`src/rtl/fifo_rd_ctrl_pkg.sv`:
```
// Shared constants and the read-issue decision for the FIFO read side.
package fifo_rd_ctrl_pkg;

  // Default storage depth (power of 2, >= 2) and word width.
  localparam int FIFO_DEPTH_DEF = 16;
  localparam int DATA_WIDTH_DEF = 8;

  // Output skid buffer depth. Fixed: the issue rule below is written for exactly 2.
  localparam int SKID_DEPTH = 2;

  // A read may be issued when the FIFO holds data and the words already
  // buffered plus the one in flight leave room, or a pop this cycle frees a slot.
  function automatic logic can_issue(input logic       empty,
                                     input logic [1:0] buf_cnt,
                                     input logic       infl,
                                     input logic       pop);
    logic [2:0] occ;
    occ = {1'b0, buf_cnt} + {2'b00, infl};
    return ~empty & ((occ < 3'(SKID_DEPTH)) | ((occ == 3'(SKID_DEPTH)) & pop));
  endfunction

endpackage

```
`src/rtl/fifo_out_skid.sv`:
```
// Two-entry register buffer holding words returned by the memory until the
// consumer takes them. Entry 0 is always the head.
module fifo_out_skid
  import fifo_rd_ctrl_pkg::*;
#(
  parameter int DATA_WIDTH = DATA_WIDTH_DEF
) (
  input  logic                  clk,
  input  logic                  reset_n,
  input  logic                  push_i,
  input  logic [DATA_WIDTH-1:0] data_i,
  input  logic                  pop_i,
  output logic [DATA_WIDTH-1:0] data_o,
  output logic [1:0]            cnt_o
);

  logic [DATA_WIDTH-1:0] e0_q, e0_d;
  logic [DATA_WIDTH-1:0] e1_q, e1_d;
  logic [1:0]            cnt_q, cnt_d;

  // Next-state of the two entries and the occupancy count.
  always_comb begin
    e0_d  = e0_q;
    e1_d  = e1_q;
    cnt_d = cnt_q;
    case ({push_i, pop_i})
      2'b10: begin
        if (cnt_q == 2'd0) e0_d = data_i;
        else               e1_d = data_i;
        cnt_d = cnt_q + 2'd1;
      end
      2'b01: begin
        e0_d  = e1_q;
        cnt_d = cnt_q - 2'd1;
      end
      2'b11: begin
        // Count is unchanged; the new word lands behind whatever remains.
        if (cnt_q == 2'd2) begin
          e0_d = e1_q;
          e1_d = data_i;
        end else begin
          e0_d = data_i;
        end
      end
      default: ;
    endcase
  end

  // Buffer state register; cleared on reset so no stale word survives.
  always_ff @(posedge clk or negedge reset_n) begin
    if (!reset_n) begin
      e0_q  <= '0;
      e1_q  <= '0;
      cnt_q <= 2'd0;
    end else begin
      e0_q  <= e0_d;
      e1_q  <= e1_d;
      cnt_q <= cnt_d;
    end
  end

  assign data_o = e0_q;
  assign cnt_o  = cnt_q;

  skid_no_overflow: assert property (@(posedge clk) disable iff (!reset_n)
    !(push_i && (cnt_q == 2'd2)));

  skid_no_underflow: assert property (@(posedge clk) disable iff (!reset_n)
    !(pop_i && (cnt_q == 2'd0)));

endmodule

```
`src/rtl/fifo_rd_ctrl.sv`:
```
// Read-side controller of the sync FIFO: owns the read pointer, issues reads
// to 1-cycle-latency memory and hands words to the consumer via a skid buffer.
module fifo_rd_ctrl
  import fifo_rd_ctrl_pkg::*;
#(
  parameter int FIFO_DEPTH = FIFO_DEPTH_DEF,
  parameter int DATA_WIDTH = DATA_WIDTH_DEF,
  parameter int ADDR_WIDTH = $clog2(FIFO_DEPTH)
) (
  input  logic                  clk,
  input  logic                  reset_n,
  input  logic                  i_empty,
  output logic [ADDR_WIDTH:0]   o_rd_addr,
  output logic                  o_mem_rd_en,
  input  logic [DATA_WIDTH-1:0] i_mem_rd_data,
  output logic                  o_valid_m,
  input  logic                  i_ready_m,
  output logic [DATA_WIDTH-1:0] o_data_m,
  output logic [1:0]            o_buf_cnt
);

  logic [ADDR_WIDTH:0] rd_addr_q, rd_addr_d;
  logic                infl_q, infl_d;
  logic                pop;
  logic                rd_en;
  logic [1:0]          buf_cnt;

  assign o_valid_m = (buf_cnt != 2'd0);
  assign pop       = o_valid_m & i_ready_m;

  // Issue decision and pointer advance; the wrap bit falls out of the
  // natural modulo-2*FIFO_DEPTH overflow of the extra pointer bit.
  always_comb begin
    rd_en     = can_issue(i_empty, buf_cnt, infl_q, pop);
    rd_addr_d = rd_addr_q + {{ADDR_WIDTH{1'b0}}, rd_en};
    infl_d    = rd_en;
  end

  // Pointer and in-flight flag; reset drops any outstanding read.
  always_ff @(posedge clk or negedge reset_n) begin
    if (!reset_n) begin
      rd_addr_q <= '0;
      infl_q    <= 1'b0;
    end else begin
      rd_addr_q <= rd_addr_d;
      infl_q    <= infl_d;
    end
  end

  // Memory data returns one cycle after the strobe, which is exactly when infl_q is set.
  fifo_out_skid #(
    .DATA_WIDTH (DATA_WIDTH)
  ) u_skid (
    .clk     (clk),
    .reset_n (reset_n),
    .push_i  (infl_q),
    .data_i  (i_mem_rd_data),
    .pop_i   (pop),
    .data_o  (o_data_m),
    .cnt_o   (buf_cnt)
  );

  assign o_rd_addr   = rd_addr_q;
  assign o_mem_rd_en = rd_en;
  assign o_buf_cnt   = buf_cnt;

endmodule
```
`config.mk`:
```
export PLATFORM = sky130hd
export DESIGN_NAME = fifo_rd_ctrl
export DESIGN_NICKNAME = d
export VERILOG_FILES = /design/src/rtl/fifo_rd_ctrl_pkg.sv /design/src/rtl/fifo_out_skid.sv /design/src/rtl/fifo_rd_ctrl.sv
export SDC_FILE = /design/constraint.sdc
export NUM_CORES = 1
export LEC_CHECK = 0
export ABC_AREA = 1
export ABC_CLOCK_PERIOD_IN_PS = 2400
export CORE_UTILIZATION = 42
export CTS_CLUSTER_DIAMETER = 80
export DETAILED_ROUTE_END_ITERATION = 12
export PLACE_DENSITY = 0.79
export SETUP_SLACK_MARGIN = 0.1
export SLEW_MARGIN = 20
export SYNTH_ARGS = -nofsm -noshare
export SYNTH_HDL_FRONTEND = slang
export SYNTH_SLANG_ARGS = --single-unit
```
`constraint.sdc`:
```
create_clock -name clk -period 2.4 [get_ports clk]
set_input_delay 0.48 -clock clk [delete_from_list [all_inputs] [get_ports clk]]
set_output_delay 0.48 -clock clk [all_outputs]
set_load 0.02 [all_outputs]
```
# After elaboration in Yosys (flattened, before gate mapping)
# Index checks and enable logic that the tools add are counted.
# Widths: inputs -> output; s select.
[classes] addsub=4 multipliers=0 div=0 order_cmp=1 eq_ne=8 shifts=0 muxes=7 n_bitwise=5 reduce_logical=7
[ops] op="$mux 8" count=4
[ops] op="$pmux 8 s3" count=1
[ops] op="$pmux 8 s2" count=1
[ops] op="$eq 2x2->1 const B" count=3
[ops] op="$reduce_bool 2->1" count=3
[ops] op="$add 5x1->5" count=1
[ops] op="$ne 2x1->1 const B" count=2
[ops] op="$pmux 2 s2" count=1
[ops] op="$add 2x1->3" count=1
[ops] op="$and 1x1->1" count=3
[ops] op="$eq 3x2->1 const B" count=1
[ops] op="$lt 3x2->1 const B" count=1
[ops] op="$reduce_and 3->1" count=1
[ops] op="$reduce_bool 3->1" count=1
[ops] op="$add 2x1->2 const B" count=1
[ops] op="$eq 2x1->1 const B" count=1
[ops] op="$logic_not 2->1" count=1
[ops] op="$ne 2x2->1 const B" count=1
[ops] op="$reduce_and 2->1" count=1
[ops] op="$sub 2x1->2 const B" count=1
[ops] op="$not 1->1" count=1
[ops] op="$or 1x1->1" count=1
[word_totals] ff_bits=24 latchBits=0 ram_bits=0 mem_bits_ro=0 input_bits=12 out_inout_bits=17 word_cells=37 memories=0

# Longest topological paths before layout
[logic_depth] depth_word=6 depth_mapped=9 ltp_nobuf=9

# Cells and area by module
# Synthesis repeated with hierarchy kept, for this count alone.
[hier_totals] cells_unflattened=144 hier_area_um2=1248.7
[modules_own_cells] module="fifo_out_skid" instances=1 cells_each=116 area_per_inst_um2=929.6 seq_area_each_um2=450.4
[modules_own_cells] module="fifo_rd_ctrl" instances=1 cells_each=28 area_per_inst_um2=319.1 seq_area_each_um2=150.1

# Least setup slack after synthesis
# No wires, ideal clock.
[synth_timing] kind="reg-to-reg" startpoint="register u_skid.cnt_q[0] (netlist: u_skid.cnt_o[0])" endpoint="register rd_addr_q[4] (netlist: o_rd_addr[4])" setup_time_ns=0.128 arrival_time_ns=2.212 t_required_ns=2.272 setup_slack_ns=0.060 stages_incl_launch_ff=10 period_less_slack_ns=2.340 path_cell_list="dfrtp_1 -> ha_1 -> inv_1 -> ha_1 -> nand3_1 -> a21oi_1 -> ha_1 -> ha_1 -> nand3_1 -> xnor2_1"
[synth_between] elab_chain_len=6 elab_cells_between_ends=9 cone_classes="add/sub (2); order compare (1); eq/ne (1); bitwise (4); reduce/logical (1)"
[synth_rtl] element="start, declared" line="fifo_out_skid.sv:19" source="logic [1:0] cnt_q, cnt_d;"
[synth_rtl] element="start signal, assigned" line="fifo_out_skid.sv:58" source="cnt_q <= cnt_d;"
[synth_rtl] element="parallel branches: the longest is 3 deep, another holds $add 2x1->3"
[synth_rtl] element="$or 1x1->1 *" line="fifo_rd_ctrl_pkg.sv:19" source="return ~empty & ((occ < 3'(SKID_DEPTH)) | ((occ == 3'(SKID_DEPTH)) & pop));"
[synth_rtl] element="$and 1x1->1 *" line="fifo_rd_ctrl_pkg.sv:19"
[synth_rtl] element="via o_mem_rd_en" line="fifo_rd_ctrl.sv:14" source="output logic o_mem_rd_en,"
[synth_rtl] element="$add 5x1->5 *" line="fifo_rd_ctrl.sv:35" source="rd_addr_d = rd_addr_q + {{ADDR_WIDTH{1'b0}}, rd_en};"
[synth_rtl] element="via rd_addr_d[4]" line="fifo_rd_ctrl.sv:22" source="logic [ADDR_WIDTH:0] rd_addr_q, rd_addr_d;"
[synth_rtl] element="end signal, assigned" line="fifo_rd_ctrl.sv:45" source="rd_addr_q <= rd_addr_d;"
[synth_rtl] element="end, declared" line="fifo_rd_ctrl.sv:22"
# Mark *: on every way through the listed nets, which the timed path passes.
# A chain may end at the register's enable or synchronous reset.

# Final worst setup path
[layout_timing] startpoint="register infl_q" endpoint="output o_mem_rd_en"
[layout_between] elab_chain_len=5 elab_cells_between_ends=6 cone_classes="add/sub (1); order compare (1); eq/ne (1); bitwise (3)"
[layout_rtl] element="start, declared" line="fifo_rd_ctrl.sv:23" source="logic infl_q, infl_d;"
[layout_rtl] element="start signal, assigned" line="fifo_rd_ctrl.sv:46" source="infl_q <= infl_d;"
[layout_rtl] element="$add 2x1->3 *" line="fifo_rd_ctrl_pkg.sv:18" source="occ = {1'b0, buf_cnt} + {2'b00, infl};"
[layout_rtl] element="parallel branches: the longest is 2 deep, another holds $lt 3x2->1"
[layout_rtl] element="$or 1x1->1 *" line="fifo_rd_ctrl_pkg.sv:19"
[layout_rtl] element="$and 1x1->1 *" line="fifo_rd_ctrl_pkg.sv:19"
[layout_rtl] element="end, declared" line="fifo_rd_ctrl.sv:14"
# Mark *: on every way between the ends.

==> run metrics <==
crit start category=flip-flop; drt wl/cell=12.0 um; first-pass GRT wire length=4.46 mm; Worst EP arrival=between 1500 and 2000 ps; Min-Delay Path Depth=1; xor-xnor portion of the synthesized cell area=0.0358; cts hold-fix bufs=0; total global routing overflow=0; Worst Tran Pin Value=~400 ps; Synth Instances=~140; Sequential Power Share=0.322; fillers=around 250; CP max FO=2; Cell Area, Synth=roughly 1200 um2; CTS Buf Count=3; FF+latch count, synth=24; Synth Area in Adders=0.0819; number of setup violations in the final report=0; H-tree depth=1; leak pwr=between 0.0008 and 0.0009 uW; Placer Congestion=around 0.79; input/output buffers=28; NetSw=approximately 950 uW; RSZ-0062 raised after global routing=no; Ys Warns=0; share of cells above drive strength 1=0.154; worst reg2reg setup slack=420 ps; clk buf depth=2; Max Freq=approximately 470 MHz; Final Power=~2300 uW; first drt pass iteration count=4; io pins=29; Final period util=0.889; synth-to-layout area growth=34.0%; Sw Ratio=0.418; initial drt markers=19; Hold/Removal Path Class=flip-flop to flip-flop; initial antenna violation count=0; Clk pwr share=0.130; # clock sinks=24; DR vias/cell=roughly 5; antenna-violating nets left=0; number of global-route vias before repair=around 1000; Die Wd=roughly 56 um; Final Hold Fails=0; Core Area=roughly 2800 um2; Synth top area share=0.491; Setup WS post-layout=around 270 ps; Rows=19; RR Endpoint=u_skid.data_o[0]$_DFFE_PN0P_; sequential share of the synthesized area=0.491; WS Path Type=flip-flop to output pin; CTS tree=yes; Power Density=1390 nW/um2; part of the power in combinational logic=0.548; Initial Util=0.443; Worst Skew=roughly 4.7 ps; post-synthesis compound-gate area fraction=0.0870; syn_area_per_cell=roughly 8.9 um2; Worst-path clk slew=~140 ps; R2R Path Start=u_skid.cnt_o[1]$_DFFE_PN0P_; largest family of logic cells by synthesized area=simple AND/OR/NAND/NOR gates; post-route minimum period=about 2100 ps; Peak VDD IR=891 uV; outcome=finished, final reports clean; ANT cells=0; slew margin rel.=0.733; Detailed Place HPWL=roughly 1.9 mm; DRC viols=0; CP Capture Type=output pin; pin count of the biggest net entering global routing=25; pre-CTS setup slack=-23.6 ps; CP required=1920 ps; final WL=between 2 and 2.5 mm; syn nets=157; main area contributors after synthesis=dfrtp_1, nand2_1, ha_1, inv_1, o21ai_2; die area=3130 um2; max cap viols=0; max-slew violations=0; gr usage total=0.180; Reg2Reg Depth=11; vias after detailed routing=slightly above 1000; worst skew pair latency=~320 ps; Hold Startpoint=o_rd_addr[4]$_DFF_PN0_; Cell variety after synth=18; Die Y=roughly 56 um; area leader, netlist=dfrtp_1; fin nets=between 150 and 200; root buf cell=clkbuf_4; internal power=1330 uW; worst hold path endpoint=o_rd_addr[4]$_DFF_PN0_; hold slack final=494 ps; Synth Area in Simple Gates=0.240; post-synthesis mux area share=0; crit path from=infl_q$_DFF_PN0_
[synth_stat cells]
cell / count
xnor2_1: 3
o21ai_4: 1
nor2_4: 1
o21ai_1: 2
a21oi_2: 1
a21oi_1: 2
ha_1: 8
nor2_2: 1
nand2_1: 53
nor2_1: 1
nand3_1: 11
inv_2: 1
inv_1: 17
xor2_1: 2
buf_6: 1
dfrtp_1: 24
o21ai_2: 7
nand3_4: 1
[per-stage QoR]
step	utilization	cells	cell area, um2	setup TNS (ps)
floorplan	-	137	1230	0
global placement	0.573	201	1580	0
detailed placement	0.573	201	1580	-23.6
CTS	0.595	206	1640	0
global route	0.594	206	1640	0
finish	0.594	206	1640	0
[flip-flops by register name, summed over array words and instances (netlist names)]
name and cells:
o_rd_addr 5, u_skid.e1_q 8, u_skid.cnt_o 2, u_skid.data_o 8, infl_q 1
[timing repair]
action / in CTS / in global routing
setup buffers: 1 / 0
gates resized for setup: 4 / 2
endpoints found under the setup margin: 1 / 2
[how the worst max path moves through the flow]
stage / to / depth (start not counted)
2_1_floorplan: o_rd_addr[4]$_DFF_PN0_ / 9
3_3_place_gp: o_mem_rd_en / 6
3_5_place_dp: o_mem_rd_en / 6
4_1_cts: o_mem_rd_en / 6
5_1_grt: o_mem_rd_en / 6
6_report: o_mem_rd_en / 6
[layer usage]
layer | GRT usage | up-vias | part of all wire
met2 | 0.332 | 16 | 0.53
met4 | 0.0418 | 0 | 0.0036
met3 | 0.0233 | 2 | 0.033
met5 | 0 | - | 0
met1 | 0.225 | 497 | 0.43
li1 | - | 502 | -
[worst max-delay path: stages (launching register included)]
cell	delay [ps]
dfrtp_2	430
ha_1	210
ha_1	190
nor2_1	90
nand3_1	100
a21oi_2	150
buf_2	180
[area by class of cell]
cell class                      count  area [um2]  area share
Clock buffer                        3        22.5      0.0138
Clock inverter                      1        30.0      0.0183
Inverter                           18        67.6      0.0413
Multi-Input combinational cell     94         547       0.334
Sequential cell                    24         602       0.367
Tap cell                           31        38.8      0.0237
Timing Repair Buffer               35         330       0.202
[cell usage in the layout (no fill, tap or decap)]
cell,netlist,final
a21oi_2,1,2
a21oi_1,2,1
nor2_1,1,1
xnor2_1,3,3
dfrtp_1,24,23
o21ai_1,2,2
dlymetal6s2s_1,0,1
buf_4,0,7
xor2_1,2,2
nand3_4,1,1
nor2_2,1,1
o21ai_2,7,7
clkbuf_4,0,3
dfrtp_2,0,1
inv_2,1,1
o21ai_4,1,1
ha_1,8,8
buf_2,0,1
bufinv_16,0,1
inv_1,17,17
clkdlybuf4s50_1,0,26
nand2_1,53,53
nor2_4,1,1
nand3_1,11,11
[power by group through the flow]
stage / registers, uW / clock network, uW / logic [uW]
floorplan: 902 / 0 / 599
global placement: 736 / 0 / 1210
detailed placement: 752 / 0 / 1250
CTS: 737 / 300 / 1270
global route: 759 / 319 / 1390
finish: 735 / 297 / 1250
[cells by family (layout without fill, tap and decap cells)]
kind of cell,after synthesis,after routing
fa+ha+maj,8,8
flops,24,24
buf+inv,19,57
simple gates,68,68
compound gates,13,13
xor+xnor,5,5
Note: power is estimated with default switching activity, not from simulation.
